$ cat src/rtl/noc_demux_four.sv
// 1-to-4 flit splitter: a single hold register feeds four per-destination FIFOs,
// each with its own valid/ready output. Order is preserved per destination.
module noc_demux_four #(
    parameter int WIDTH    = 32,
    parameter int DEPTH    = 2,
    parameter int DEST_LSB = 30
) (
    input  logic               clk,
    input  logic               reset,
    input  logic [WIDTH-1:0]   in_data,
    input  logic               in_valid,
    output logic               in_ready,
    output logic [4*WIDTH-1:0] out_data,
    output logic [3:0]         out_valid,
    input  logic [3:0]         out_ready,
    output logic               busy
);

    localparam int PTR_W = $clog2(DEPTH);
    localparam int CNT_W = $clog2(DEPTH + 1);

    logic             holdValid;
    logic [WIDTH-1:0] holdData;
    logic [1:0]       holdDest;
    logic [3:0]       fifoFull;
    logic             dispatch;
    logic             accept;

    // A full target stalls the hold register even if that FIFO pops this cycle.
    assign dispatch = holdValid && !fifoFull[holdDest];
    assign in_ready = !holdValid || dispatch;
    assign accept   = in_valid && in_ready;
    assign busy     = holdValid || (|out_valid);

    always_ff @(posedge clk or posedge reset) begin
        if (reset) begin
            holdValid <= 1'b0;
            holdData  <= '0;
            holdDest  <= '0;
        end else if (accept) begin
            holdValid <= 1'b1;
            holdData  <= in_data;
            holdDest  <= in_data[DEST_LSB +: 2];
        end else if (dispatch) begin
            holdValid <= 1'b0;
        end
    end

    generate
        for (genvar gi = 0; gi < 4; gi++) begin : gFifo
            logic [WIDTH-1:0] mem [DEPTH];
            logic [PTR_W-1:0] wrPtr;
            logic [PTR_W-1:0] rdPtr;
            logic [CNT_W-1:0] cnt;
            logic             push;
            logic             pop;

            assign push          = dispatch && (holdDest == 2'(gi));
            assign pop           = out_valid[gi] && out_ready[gi];
            assign fifoFull[gi]  = (cnt == CNT_W'(DEPTH));
            assign out_valid[gi] = (cnt != '0);
            assign out_data[gi*WIDTH +: WIDTH] = out_valid[gi] ? mem[rdPtr] : '0;

            always_ff @(posedge clk) begin
                if (push) begin
                    mem[wrPtr] <= holdData;
                end
            end

            always_ff @(posedge clk or posedge reset) begin
                if (reset) begin
                    wrPtr <= '0;
                    rdPtr <= '0;
                    cnt   <= '0;
                end else begin
                    if (push) begin
                        wrPtr <= wrPtr + 1'b1;
                    end
                    if (pop) begin
                        rdPtr <= rdPtr + 1'b1;
                    end
                    case ({push, pop})
                        2'b10:   cnt <= cnt + 1'b1;
                        2'b01:   cnt <= cnt - 1'b1;
                        default: cnt <= cnt;
                    endcase
                end
            end
        end
    endgenerate

endmodule

$ cat config.mk
export PLATFORM = sky130hd
export DESIGN_NAME = noc_demux_four
export DESIGN_NICKNAME = d
export VERILOG_FILES = /design/src/rtl/noc_demux_four.sv
export SDC_FILE = /design/constraint.sdc
export NUM_CORES = 1
export LEC_CHECK = 0
export ABC_CLOCK_PERIOD_IN_PS = 5100
export CAP_MARGIN = 25
export CORE_MARGIN = 2
export CORE_UTILIZATION = 50
export CTS_CLUSTER_DIAMETER = 30
export DETAILED_ROUTE_END_ITERATION = 12
export GPL_TIMING_DRIVEN = 0
export PLACE_DENSITY_LB_ADDON = 0.08
export SKIP_LAST_GASP = 1
export SLEW_MARGIN = 20
export SYNTH_ARGS = -nofsm -noshare
export SYNTH_HDL_FRONTEND = slang
export SYNTH_SLANG_ARGS = --single-unit
$ cat constraint.sdc
create_clock -name clk -period 5.1 [get_ports clk]
set_input_delay 1.02 -clock clk [delete_from_list [all_inputs] [get_ports clk]]
set_output_delay 1.02 -clock clk [all_outputs]
set_load 0.01 [all_outputs]
; ---- Word-level counts from Yosys, hierarchy flattened
; Memories as Yosys holds them, arrays and structs flattened.
; Index checks and enable logic that the tools add are counted.
[totals]
n_memories = 4
wordCells = 96
in_bits = 39
ff_bits = 51
ram_bits = 256
[classes]
n_mux = 20
magnitude_cmp = 1
reduce_logical = 25
eq_ne = 15
n_addsub = 16
[memory_table]
columns = memory, words, width, rd, rd_ports_with_merged_regs, write_ports, line_no
row1 = gFifo[0].mem, 2, 32, 1, 0, 1, 51  ; logic [WIDTH-1:0] mem [DEPTH];
row2 = gFifo[1].mem, 2, 32, 1, 0, 1, 51
row3 = gFifo[2].mem, 2, 32, 1, 0, 1, 51
row4 = gFifo[3].mem, 2, 32, 1, 0, 1, 51
[ops]
columns = cell, n
row1 = two-way mux 32 bit, 4
row2 = "== test 2 bit, second input constant", 10
row3 = nonzero test 2 bit, 9
row4 = one-hot mux 2 bit (2 select lines), 4
row5 = two-way mux 1 bit, 11
row6 = "== test 2 x 1 -> 1 bit, second input constant", 5
row7 = logical AND 1 bit, 10
row8 = "adder 1 bit, second input constant", 8
row9 = "adder 2 x 1 -> 2 bit, second input constant", 4
row10 = "subtractor 2 x 1 -> 2 bit, second input constant", 4
row11 = OR reduction 4 bit, 1
row12 = "less-than comparator 2 x 3 -> 1 bit, second input constant", 1
row13 = binary-select mux 1 bit (select 2 bit), 1
row14 = logical NOT 1 bit, 2
row15 = logical NOT 2 bit, 1
row16 = logical OR 1 bit, 2

; ---- Logic depth before layout (Yosys ltp)
[depth]
word_depth = 8
depth_mapped = 7

; ---- Least setup slack after synthesis
; Ideal clock, no wire load.
[synth_timing]
kind = flip-flop to flip-flop
from = register holdData[30] (netlist name)
to = memory gFifo[2].mem[0][0] (enable)
setup_time_ns = 0.421
period_less_slack_ns = 2.678
path_buffers = 0
arrival_time_ns = 2.257
stages_incl_launch_ff = 4
t_required_ns = 4.679
slack_ns = 2.422
path_cell_list = dfrtp_1 nor2b_1 nand3_1 nor2_1
[synth_lines]
columns = element, line_no
row1 = end: declaration, 51

; ---- Worst setup path after layout
[layout_timing]
from = register gFifo[1].rdPtr
to = output port out_data[53]
[layout_via]
elab_chain_len = 2
[layout_rtl]
columns = element, line_no
row1 = start: declaration, 53  ; logic [PTR_W-1:0] rdPtr;
row2 = start signal: assignment, 80  ; rdPtr <= rdPtr + 1'b1;
row3 = memory read (2 x 32 bit), --
row4 = two-way mux 32 bit, 62  ; assign out_data[gi*WIDTH +: WIDTH] = out_valid[gi] ? mem[rdPtr] : '0;
row5 = end: declaration, 13  ; output logic [4*WIDTH-1:0] out_data,
; No other way between the ends.

==> flow_metrics.env <==
export IMPL_outcome="finished, final reports clean"
export IMPL_setup_tns_ns=0
export IMPL_final_setup_worst_slack_ns=1.15
export IMPL_numCtsBuffers=43
export IMPL_r2r_slack_ns=2.75
export IMPL_clock_path_buffers=3
export IMPL_required_ns=4.08
export IMPL_critPathKind="flop to output pin"
export IMPL_drc=0
export IMPL_rr_worst_depth=4
export IMPL_antenna_cells=0
export IMPL_dieArea_um2=24800
export IMPL_hold_end="gFifo[1].cnt[1]"
export IMPL_overflow=0
export IMPL_power_density_nw_per_um2=659
export IMPL_area_growth_pct=33.1
export IMPL_start_util_pct=50.5
export IMPL_grt_pass1_wl_um=38300
export IMPL_maxCapViolCount=0
export IMPL_yosysWarnings=0
export IMPL_layout_commonest_cell="edfxtp_1"
export IMPL_p_leak_nw=5.96
export IMPL_whs_path_depth=1
export IMPL_dp_worst_setup_slack_ns=1.69
export IMPL_clock_skew_ns=0.0216
export IMPL_synth_area_um2=11800
export IMPL_ir_worst_vdd_uv=393
export IMPL_clock_root_buffer="clkbuf_16"
export IMPL_hold_viol=0
export IMPL_drt_initial_drc_count=352
export IMPL_async_flop_share_pct=16.1
export IMPL_crit_arrival_ns=2.93
export IMPL_min_period_ns=3.95
export IMPL_cp_start_kind="flop"
export IMPL_syn_nets=747
export IMPL_synth_top_area_cell="edfxtp_1"
export IMPL_setup_worst_path_end_class="output pin"
export IMPL_cts_resized=0
export IMPL_timing_rr_start="holdData[30]"
export IMPL_fin_util_pct=67.2
export IMPL_cts_tree="yes"
export IMPL_mostFrequentLayoutCells="256 x edfxtp_1, 172 x clkdlybuf4s50_1, 137 x nor2_1, 130 x mux2i_1, 49 x dfrtp_1"
export IMPL_wl_per_cell_um=19.9
export IMPL_cts_clk_slew_worst_paths_ns=0.05
export IMPL_ios=173
export IMPL_timing_slew_headroom_pct=36.9
export IMPL_yosys_top_cells_area="edfxtp_1 65%, mux2i_1 11%, dfrtp_1 10%, nor2_1 4.6%, mux2_4 3.7%"
export IMPL_ys_types=28
export IMPL_min_from="gFifo[1].cnt[1]"
export IMPL_drt_pass1_iter_count=5
export IMPL_antenna_found_initial=0
export IMPL_drive_gt1_share_pct=13.0
export IMPL_post_cts_buffers=0
export IMPL_fin_crit_sh_pct=77.4
export IMPL_antenna_left=0
export IMPL_rsz0062_at_grt="no"
export IMPL_timing_fmax_mhz=253
export IMPL_vias=6501
export IMPL_r2r_end="gFifo[3].mem[1][29]"
export IMPL_cp_max_fo=10
export IMPL_drv_slew=0
export IMPL_ys_ff_latch=305
export IMPL_whs_ns=0.506
export IMPL_final_net_count=973
export IMPL_ys_flop_type="edfxtp_1"
export IMPL_hold_path_class="flop to flop"
export IMPL_synth_enable_flop_cells=256
export IMPL_core_um2=23300
export IMPL_grt_start_max_net_pins=43
export IMPL_gp_congestion=0.774
export IMPL_via_per_inst=5.07
export IMPL_routed_wl_um=25500
export IMPL_cts_hold_buffers=0
export IMPL_die_w_um=158
export IMPL_hpwl_um=17000
export IMPL_grt_pass1_vias=6753
export IMPL_cts_max_level=2
export IMPL_rows=56
export IMPL_yosysTopAreaCellShare_pct=65.2
export IMPL_clock_latency_ns=0.53
export IMPL_synth_cells=704
export IMPL_syn_avg_cell_area_um2=16.7
export IMPL_die_h_um=158
export IMPL_ys_seq_area_share_pct=75.6
export IMPL_finalSetupViolations=0
export IMPL_clock_sinks=305
export IMPL_grt_usage_pct=21.1
export IMPL_io_buffers=172
export IMPL_worstMarginPinSlew_ns=0.947
[Yosys cell counts (2+ instances only)]
library cell	instances
a21oi_1	2
buf_6	3
xnor2_1	12
mux2_4	29
mux2i_1	130
ha_1	4
xor2_1	8
and2_1	5
dfrtp_1	49
inv_1	12
nor2_1	145
edfxtp_1	256
nand3_1	4
clkbuf_1	28
nand2b_1	4
[power by group]
part / switching (mW) / leakage [nW] / internal (mW)
Clock: 1.06 / 0.720 / 1.91
Sequential: 0.377 / 2.90 / 3.42
Combinational: 1.80 / 2.34 / 1.77
[cell type report]
cell class              instances  area (um2)
flip-flops and latches        305        8910
fillers                      1587        7640
multi-input cells             356        2750
repair buffers                181        1960
clock buffers                  50        1130
well taps                     319         399
clock inverters                29         348
plain buffers                  31         139
inverters                      12        47.5
[stage by stage]
stage | power, mW | instance area [um2] | instances
detailed placement | 7.44 | 14200 | 1204
CTS | 10.4 | 15700 | 1283
finish | 10.3 | 15700 | 1283
global route | 10.8 | 15700 | 1283
global placement | 7.27 | 13900 | 1195
floorplan | 5.54 | 11800 | 704
[worst max path at each step]
stage,from,end,slack [ns]
after floorplan,holdData[30],gFifo[2].mem[0][0],2.42
after global placement,holdData[30],gFifo[2].mem[0][21],1.09
after detailed placement,gFifo[3].rdPtr,out_data[115],1.69
after CTS,gFifo[1].rdPtr,out_data[53],1.12
after global routing,gFifo[1].rdPtr,out_data[53],1.02
final,gFifo[1].rdPtr,out_data[53],1.15
[critical path, stage by stage, from the launching register on]
cell and delay, ns:
dfrtp_1 0.33, clkbuf_1 0.37, clkbuf_1 0.69, mux2i_1 0.45, nor2_1 0.08, clkdlybuf4s50_1 0.49
[logic make-up after synthesis]
kind of cell / after synthesis / synth area share, %
and+or+nand+nor: 164 / 5.60
buffers and inverters: 43 / 1.56
adders and majority gates: 4 / 0.425
AOI/OAI and AO/OA: 8 / 0.467
DFF: 305 / 75.6
muxes: 160 / 14.8
xor gates and xnor gates: 20 / 1.49
[sequential cells by signal, indices dropped and copies added (netlist names)]
register     cells
gFifo.mem      256
holdData        32
holdValid        1
gFifo.rdPtr      4
gFifo.wrPtr      4
gFifo.cnt        8
[routing by layer]
metal | global-route usage, % | up-vias | part of all wire, %
met2 | 36.1 | 216 | 50
met1 | 27.9 | 3213 | 42
met3 | 3.69 | 41 | 5.9
met5 | 0 | - | 0
li1 | - | 3031 | -
met4 | 6.06 | 0 | 2.2
Power figures use the tool's default switching activity.
